### src/rtl/sb_pkg.sv
// Shared definitions for the instruction-prefetch stream buffer and its memory adapter.
// The line geometry helpers are reused by the stream buffer itself.
package sb_pkg;

  typedef enum logic [2:0] {
    IDLE  = 3'd0,
    REQ   = 3'd1,
    RESP  = 3'd2,
    DONE  = 3'd3,
    DRAIN = 3'd4
  } sb_mem_state_e;

  // Number of memory beats that make up one cache line.
  function automatic int sb_nbeats(input int cl_size, input int data_width);
    return cl_size / data_width;
  endfunction

  // Byte-offset bits inside one cache line.
  function automatic int sb_offs(input int cl_size);
    return $clog2(cl_size / 8);
  endfunction

  localparam int SB_DEF_DATA_WIDTH = 32;
  localparam int SB_DEF_ADDR_WIDTH = 32;
  localparam int SB_DEF_CL_SIZE    = 64;
  localparam int SB_DEF_NBEATS     = SB_DEF_CL_SIZE / SB_DEF_DATA_WIDTH;
  localparam int SB_DEF_OFFS       = $clog2(SB_DEF_CL_SIZE / 8);

endpackage

### src/rtl/sb_mem_adapter.sv
// Turns a level-style stream-buffer line request into one line-aligned memory read,
// assembles the multi-beat response and returns it with a one-cycle done pulse.
module sb_mem_adapter
  import sb_pkg::*;
#(
  parameter int DATA_WIDTH = 32,
  parameter int ADDR_WIDTH = 32,
  parameter int CL_SIZE    = 64
) (
  input  logic                  clk_i,
  input  logic                  rst_ni,
  input  logic                  flush_i,
  input  logic                  en_i,
  input  logic                  sb_req_i,
  input  logic [ADDR_WIDTH-1:0] sb_addr_i,
  output logic [CL_SIZE-1:0]    sb_data_o,
  output logic                  sb_done_o,
  output logic                  mem_req_o,
  output logic [ADDR_WIDTH-1:0] mem_addr_o,
  input  logic                  mem_gnt_i,
  input  logic                  mem_rvalid_i,
  input  logic [DATA_WIDTH-1:0] mem_rdata_i,
  output logic                  busy_o
);

  localparam int NBEATS = sb_nbeats(CL_SIZE, DATA_WIDTH);
  localparam int OFFS   = sb_offs(CL_SIZE);
  localparam int CNT_W  = (NBEATS > 1) ? $clog2(NBEATS) : 1;

  localparam logic [CNT_W-1:0]      LAST_BEAT  = CNT_W'(NBEATS - 1);
  localparam logic [ADDR_WIDTH-1:0] ALIGN_MASK = {ADDR_WIDTH{1'b1}} << OFFS;

  sb_mem_state_e         state_q, state_d;
  logic [CNT_W-1:0]      cnt_q, cnt_d;
  logic                  abort_q, abort_d;
  logic                  just_done_q, just_done_d;
  logic [ADDR_WIDTH-1:0] addr_q, addr_d;
  logic [CL_SIZE-1:0]    line_q, line_d;

  logic last_beat;
  assign last_beat = (cnt_q == LAST_BEAT);

  always_comb begin
    state_d     = state_q;
    cnt_d       = cnt_q;
    abort_d     = abort_q;
    just_done_d = 1'b0;
    addr_d      = addr_q;
    line_d      = line_q;

    case (state_q)
      IDLE: begin
        // just_done_q masks the stream buffer's request that is still high
        // in the cycle right after delivery.
        if (en_i && sb_req_i && !flush_i && !just_done_q) begin
          addr_d  = sb_addr_i & ALIGN_MASK;
          state_d = REQ;
        end
      end

      REQ: begin
        // The request stays up after a flush so the handshake is never retracted.
        if (flush_i) begin
          abort_d = 1'b1;
        end
        if (mem_gnt_i) begin
          cnt_d   = '0;
          state_d = (abort_q || flush_i) ? DRAIN : RESP;
        end
      end

      RESP: begin
        if (flush_i) begin
          abort_d = 1'b1;
          state_d = DRAIN;
          if (mem_rvalid_i) begin
            if (last_beat) begin
              abort_d = 1'b0;
              cnt_d   = '0;
              state_d = IDLE;
            end else begin
              cnt_d = cnt_q + CNT_W'(1);
            end
          end
        end else if (mem_rvalid_i) begin
          line_d[int'(cnt_q)*DATA_WIDTH +: DATA_WIDTH] = mem_rdata_i;
          if (last_beat) begin
            state_d = DONE;
          end else begin
            cnt_d = cnt_q + CNT_W'(1);
          end
        end
      end

      DONE: begin
        just_done_d = 1'b1;
        state_d     = IDLE;
      end

      DRAIN: begin
        if (mem_rvalid_i) begin
          if (last_beat) begin
            abort_d = 1'b0;
            cnt_d   = '0;
            state_d = IDLE;
          end else begin
            cnt_d = cnt_q + CNT_W'(1);
          end
        end
      end

      default: state_d = IDLE;
    endcase
  end

  always_ff @(posedge clk_i or negedge rst_ni) begin
    if (!rst_ni) begin
      state_q     <= IDLE;
      cnt_q       <= '0;
      abort_q     <= 1'b0;
      just_done_q <= 1'b0;
      addr_q      <= '0;
      line_q      <= '0;
    end else begin
      state_q     <= state_d;
      cnt_q       <= cnt_d;
      abort_q     <= abort_d;
      just_done_q <= just_done_d;
      addr_q      <= addr_d;
      line_q      <= line_d;
    end
  end

  // Outputs come straight from flops or a state decode; nothing is combinational from inputs.
  assign mem_req_o  = (state_q == REQ);
  assign mem_addr_o = addr_q;
  assign sb_done_o  = (state_q == DONE);
  assign sb_data_o  = line_q;
  assign busy_o     = (state_q != IDLE);

endmodule
### config.mk
export PLATFORM = sky130hd
export DESIGN_NAME = sb_mem_adapter
export DESIGN_NICKNAME = d
export VERILOG_FILES = /design/src/rtl/sb_pkg.sv /design/src/rtl/sb_mem_adapter.sv
export SDC_FILE = /design/constraint.sdc
export NUM_CORES = 1
export LEC_CHECK = 0
export BUFFER_PORTS_ARGS = -buffer_cell sky130_fd_sc_hd__buf_2
export CAP_MARGIN = 15
export CORE_ASPECT_RATIO = 1.75
export CORE_MARGIN = 5
export CORE_UTILIZATION = 44
export CTS_BUF_LIST = sky130_fd_sc_hd__clkbuf_2
export DETAILED_ROUTE_END_ITERATION = 8
export PLACE_DENSITY = 0.87
export SLEW_MARGIN = 15
export SYNTH_ARGS = -nofsm -noshare
export SYNTH_HDL_FRONTEND = slang
export SYNTH_SLANG_ARGS = --single-unit
export TNS_END_PERCENT = 30
### constraint.sdc
create_clock -name clk_i -period 1.8 [get_ports clk_i]
set_input_delay 0.36 -clock clk_i [delete_from_list [all_inputs] [get_ports clk_i]]
set_output_delay 0.36 -clock clk_i [all_outputs]
set_load 0.01 [all_outputs]
==> results of run 1 <==
worst max-delay path by stage:
| stage | slack (ns) | to | cells past startpoint | start |
|---|---|---|---|---|
| 3_3_place_gp | 0.05 | mem_addr_o[24] | 3 | state_q[1] |
| 5_1_grt | -0.29 | busy_o | 3 | state_q[2] |
| 4_1_cts | -0.25 | busy_o | 3 | state_q[0] |
| 3_5_place_dp | 0.03 | mem_addr_o[22] | 3 | state_q[1] |
| 2_1_floorplan | -0.02 | mem_addr_o[21] | 5 | state_q[1] |
| 6_report | -0.20 | busy_o | 3 | state_q[2] |
through the flow:
step                      utilization (%)  power, mW
after floorplan                         -       4.27
after global placement               56.3       5.12
after detailed placement             56.3       5.24
after CTS                            65.8       6.53
after global routing                 67.1       6.90
final                                67.2       6.53
metal layers:
metal | track usage, % | wire length [um]
met5 | 0 | 0
met4 | 9.87 | 384
met3 | 4.34 | 459
met2 | 37.2 | 6300
met1 | 20.6 | 3600
synthesized netlist by cell type:
| master | instances | area share [%] |
|---|---|---|
| buf_6 | 2 | 0.57 |
| a21oi_1 | 2 | 0.25 |
| nand4_1 | 1 | 0.16 |
| a22oi_1 | 1 | 0.19 |
| a31oi_1 | 1 | 0.16 |
| nor2b_1 | 3 | 0.48 |
| and3b_1 | 1 | 0.22 |
| a221o_1 | 1 | 0.25 |
| nand2b_1 | 1 | 0.16 |
| o41ai_1 | 1 | 0.22 |
| nor4b_1 | 1 | 0.22 |
| mux2_2 | 84 | 24 |
| o21ai_0 | 2 | 0.25 |
| o31ai_1 | 1 | 0.19 |
| nand3b_1 | 1 | 0.19 |
| ha_1 | 1 | 0.32 |
| buf_1 | 1 | 0.095 |
| dfrtp_1 | 99 | 63 |
| or3_1 | 2 | 0.32 |
| xor2_1 | 1 | 0.22 |
| clkbuf_1 | 3 | 0.29 |
| buf_4 | 3 | 0.57 |
| nor3b_1 | 1 | 0.19 |
| a22o_1 | 1 | 0.22 |
| nand2_1 | 2 | 0.19 |
| o21a_1 | 1 | 0.19 |
| or3_4 | 1 | 0.29 |
| conb_1 | 1 | 0.095 |
| o2bb2ai_1 | 1 | 0.22 |
| mux2_4 | 10 | 3.8 |
| nor2_1 | 12 | 1.1 |
| buf_2 | 7 | 0.89 |
| a211oi_1 | 1 | 0.19 |
| nand4b_1 | 1 | 0.22 |
worst register-to-register path: stages (launching register included):
cell	delay, ns
dfrtp_1	0.44
or3_4	0.39
or3_4	0.54
mux2_4	0.38
power by group through the flow:
stage | Sequential, mW | Clock, mW | Combinational (mW)
floorplan | 3.45 | 0 | 0.818
global placement | 3.13 | 0 | 1.99
detailed placement | 3.19 | 0 | 2.05
CTS | 3.14 | 1.09 | 2.30
global route | 3.22 | 1.18 | 2.50
finish | 3.15 | 1.05 | 2.33
state kept, by name, indices dropped and copies added, names as in the netlist:
register	cells
cnt_q	1
sb_data_o	64
mem_addr_o	29
abort_q	1
state_q	3
just_done_q	1
cell type report:
cell class | instances | share of cell area, %
Clock inverter | 6 | 1.11
Multi-Input combinational cell | 139 | 24.0
Antenna cell | 2 | 0.0854
Timing Repair Buffer | 248 | 29.3
Sequential cell | 99 | 42.3
Clock buffer | 9 | 0.768
Tap cell | 117 | 2.50
cell families (layout without fill, tap and decap cells):
| family | after synthesis | after routing | synth area share, % |
|---|---|---|---|
| fa+ha+maj | 1 | 1 | 0.318 |
| simple gates | 27 | 27 | 3.78 |
| xor+xnor | 1 | 1 | 0.223 |
| flops | 99 | 99 | 63.0 |
| other cells | 1 | 5 | 0.0953 |
| buf+inv | 16 | 263 | 2.42 |
| mux | 94 | 94 | 27.9 |
| compound gates | 13 | 13 | 2.35 |
placed cells by master (no fill, tap or decap), types with 2 or more instances in the layout:
| cell | Yosys | final |
|---|---|---|
| buf_4 | 3 | 10 |
| buf_2 | 7 | 160 |
| o21ai_0 | 2 | 2 |
| nand2_1 | 2 | 2 |
| buf_6 | 2 | 13 |
| dfrtp_1 | 99 | 99 |
| conb_1 | 1 | 3 |
| nor2_4 | 0 | 2 |
| dlygate4sd3_1 | 0 | 61 |
| inv_6 | 0 | 2 |
| diode_2 | 0 | 2 |
| or3_4 | 1 | 2 |
| a21oi_1 | 2 | 2 |
| nor2_1 | 12 | 10 |
| clkbuf_2 | 0 | 9 |
| buf_12 | 0 | 3 |
| nor2b_1 | 3 | 2 |
| mux2_2 | 84 | 84 |
| mux2_4 | 10 | 10 |
repair_timing:
action                                  CTS  global route
pin swaps                                 2             2
hold buffers                             59             2
setup buffers                             9             3
endpoints found under the setup margin   13            97
cloned                                    0             2
endpoints found under the hold margin   181             3
gates resized for setup                  14            12
==> flow_metrics.tcl, run 1 <==
set metrics [dict create \
    vias 3068 \
    status "finished with violations" \
    postRouteAntennaNets 0 \
    routed_wl_mm 10.7 \
    grt_pass1_wl_mm 16.7 \
    synth_area_um2 3940 \
    r2r_start "state_q[2]" \
    cp_slowest_cell "dfrtp_1" \
    syn_avg_cell_area_um2 15.6 \
    final_hold_viol_count 0 \
    reg2reg_depth 3 \
    peakVddDrop_mv 0.793 \
    required_ns 1.44 \
    drc_errors 0 \
    ioPinCount 170 \
    rrSetupSlack_ns -0.06 \
    crit_buf_inv 2 \
    clk_latency_ns 0.57 \
    synthDistinctLibCells 34 \
    drt_pre_antenna_iters 4 \
    min_path_type "input port to flop" \
    antenna_found_initial 1 \
    clkTransAtPathRegs_ns 0.27 \
    period_needed_ns 2.00 \
    wl_per_cell_um 17.3 \
    layout.nets 569 \
    cp_max_fo 2 \
    final_cell_area_um2 5860 \
    internal_power_mw 4.42 \
    h-tree-depth 3 \
    dp_slack_ns 0.0271 \
    cp.arrival_ns 1.64 \
    powerDensity_nw_per_um2 1110 \
    grt_start_max_net_pins 60 \
    critPathLaunchType "flop" \
    final_layout_size_suffix_gt1_share_pct 60.1 \
    leakagePower_nw 3.22 \
    gp_congestion 0.763 \
    critical_path_class "flop to output pin" \
    rr_endpoint "mem_addr_o[23]" \
    cp_common_cell "buf_6" \
    track_usage_pct 20.1 \
    rsz0062_at_grt "yes" \
    setup_viol 21 \
    path_delay_family "flip-flops" \
    drtIter0Drc 66 \
    yosysWarnings 0 \
    max_stage_delay_ns 0.44 \
    max_cap_viol_count 0 \
    crit_path_cell_trace "or3_4, buf_6, buf_6" \
    end_kind "output pin" \
    yosysSeqAreaShare_pct 63.0 \
    num_rows 45 \
    hold_slack_ns 0.0614 \
    final.setup.worst_slack_ns -0.203 \
    power_switching_mw 2.10 \
    die_area_um2 11000 \
    grt_overflow 0 \
    syn2layout_area_growth_pct 49.0 \
    start_util_pct 45.1 \
    worstHoldStart "mem_rdata_i[15]" \
    placed_cell_area_um2 4920 \
    tns_ns -0.924 \
    fillers 624 \
    grt_pass1_vias 3305 \
    drv_slew 0 \
    cts_buffers 9 \
    clkSinkCount 99 \
    clock-skew-final_ns 0.0440 \
    fin_crit_sh_pct 111 \
    regArea_um2 2480 \
    hold_depth 2 \
    portBuffers 163 \
    cts_tree "done" \
    place_inst 528 \
    post-dp-hpwl_mm 7.03 \
    synth_cells 252 \
    max_freq_mhz 499 \
    clkPwrFrac_pct 16.1 \
    p_comb_share_pct 35.6 \
    clock-root-buffer "clkbuf_2" \
    coreArea_um2 8730 \
    hold_end "sb_data_o[47]" \
    die_w_um 81.5 \
    power.share.switching_pct 32.2 \
    violations "setup timing" \
    vias_per_cell 4.95 \
    die-height_um 135 \
    clk_path_buf_depth 2 \
    final_cells 620 \
    ys_ff_latch 99 \
    p_seq_share_pct 48.3 \
    multiInputGateArea_um2 1410 \
]
Note: power is estimated with default switching activity, not from simulation.
==> inputs of run 2 (changes only) <==
Settings changed: CORE_UTILIZATION 44 to 45, PLACE_DENSITY 0.87 to 0.85.
Clock period 1.8 ns to 2.55 ns, I/O delays scaled along.
==> flow_metrics.tcl, run 2 (same netlist as run 1, synthesis figures left out) <==
set metrics [dict create \
    status "finished clean" \
    mostFrequentLayoutCell "buf_2" \
    final_cell_area_um2 5020 \
    relSlewSlack_pct 57.9 \
    drv_slew 0 \
    ctsHoldBuffers 1 \
    drtIter0Drc 126 \
    coreArea_um2 8610 \
    leakagePower_nw 2.85 \
    rsz0062_at_grt "no" \
    final_hold_viol_count 0 \
    layout.nets 491 \
    ioPinCount 170 \
    die-height_um 134 \
    largest_reg_flops 64 \
    powerDensity_nw_per_um2 881 \
    post-dp-hpwl_mm 6.63 \
    max_freq_mhz 455 \
    grt_start_max_net_pins 52 \
    grt_pass1_vias 2923 \
    min_path_type "input port to flop" \
    power.total_mw 4.42 \
    vias_per_cell 4.96 \
    clock-root-buffer "clkbuf_2" \
    clkTransAtPathRegs_ns 0.25 \
    track_usage_pct 16.6 \
    hold_slack_ns 0.163 \
    clock-skew-final_ns 0.0260 \
    cp_max_fo 14 \
    cts_tree "done" \
    max_cap_viol_count 0 \
    cp.arrival_ns 1.69 \
    tns_ns 0 \
    placed_cell_area_um2 4870 \
    start_util_pct 45.7 \
    setup_viol 0 \
    path_delay_family "flip-flops" \
    cts_setup_buffers 0 \
    routed_wl_mm 8.63 \
    period_needed_ns 2.20 \
    cts_resized 0 \
    tightest_slew_ns 0.632 \
    cp_slowest_cell "dfrtp_1" \
    syn2layout_area_growth_pct 27.6 \
    vias 2685 \
    critical_path_class "flop to output pin" \
    wl_per_cell_um 16.0 \
    max_stage_delay_ns 0.59 \
    multiInputGateArea_um2 1370 \
    required_ns 2.04 \
    drc_errors 0 \
    cts_buffers 9 \
    end_kind "output pin" \
    layout_common_cells "buf_2, dfrtp_1, mux2_2" \
    gp_congestion 0.815 \
    num_rows 45 \
    drt_pre_antenna_iters 4 \
    clk_latency_ns 0.55 \
    antenna_found_initial 1 \
    die_w_um 80.7 \
    clk_path_buf_depth 2 \
    die_area_um2 10800 \
    clkSinkCount 99 \
    peakVddDrop_mv 0.388 \
    fillers 727 \
    fin_crit_sh_pct 86.3 \
    postRouteAntennaNets 0 \
    final_util_pct 58.3 \
    final_layout_size_suffix_gt1_share_pct 66.0 \
    crit_path_cell_trace "or3_4, buf_2" \
    grt_overflow 0 \
    portBuffers 163 \
    crit_buf_inv 1 \
    regArea_um2 2480 \
    antenna_cells 0 \
    critPathLaunchType "flop" \
    h-tree-depth 3 \
    grt_pass1_wl_mm 13.8 \
]
[run 2: cell types whose count changed in the layout (fill, tap and decap cells not counted), sizes merged]
cell,change
buf,-17
bufinv,+1
clkinvlp,+1
diode,-2
dlygate4sd3,-60
inv,-2
[run 2: final cells by class]
type / count / share of cell area [%]
flip-flops and latches: 99 / 49.4
multi-input cells: 139 / 27.3
repair buffers: 170 / 17.6
well taps: 117 / 2.92
clock inverters: 6 / 1.79
clock buffers: 10 / 0.997
[run 2: worst reg2reg max path: cells and delay by family (launching register included)]
kind,cells,cell delay [ns]
buffers and inverters,1,0.26
flip-flops,1,0.59
multiplexers,1,0.36
AND/OR/NAND/NOR,2,0.74
[run 2: through the flow]
stage | setup slack [ns] | std cells
5_1_grt | 0.203 | 541
3_5_place_dp | 0.545 | 524
2_1_floorplan | 0.706 | 254
4_1_cts | 0.296 | 541
6_report | 0.350 | 541
3_3_place_gp | 0.575 | 524
[run 2: final timing paths]
path | endpoint | cells past startpoint | startpoint | slack (ns)
min in group asynchronous | mem_addr_o[4] | 2 | rst_ni | 0.47
setup / recovery | busy_o | 2 | state_q[2] | 0.35
max in group asynchronous | sb_data_o[48] | 3 | rst_ni | 1.37
hold / removal | mem_addr_o[4] | 2 | sb_addr_i[4] | 0.16
setup reg to reg | mem_addr_o[23] | 4 | state_q[2] | 0.50
hold reg to reg | mem_addr_o[15] | 1 | mem_addr_o[15] | 0.53
[run 2: power breakdown]
group	internal, mW	switching, mW	total [mW]
combinational	0.736	0.627	1.36
clock	0.330	0.501	0.831
sequential	1.99	0.237	2.23
[run 2: metal layers]
layer | global-route usage, % | part of all wire (%)
met5 | 0 | 0.15
met1 | 17.1 | 35
met2 | 29.5 | 54
met4 | 7.89 | 2.0
met3 | 5.55 | 9.1
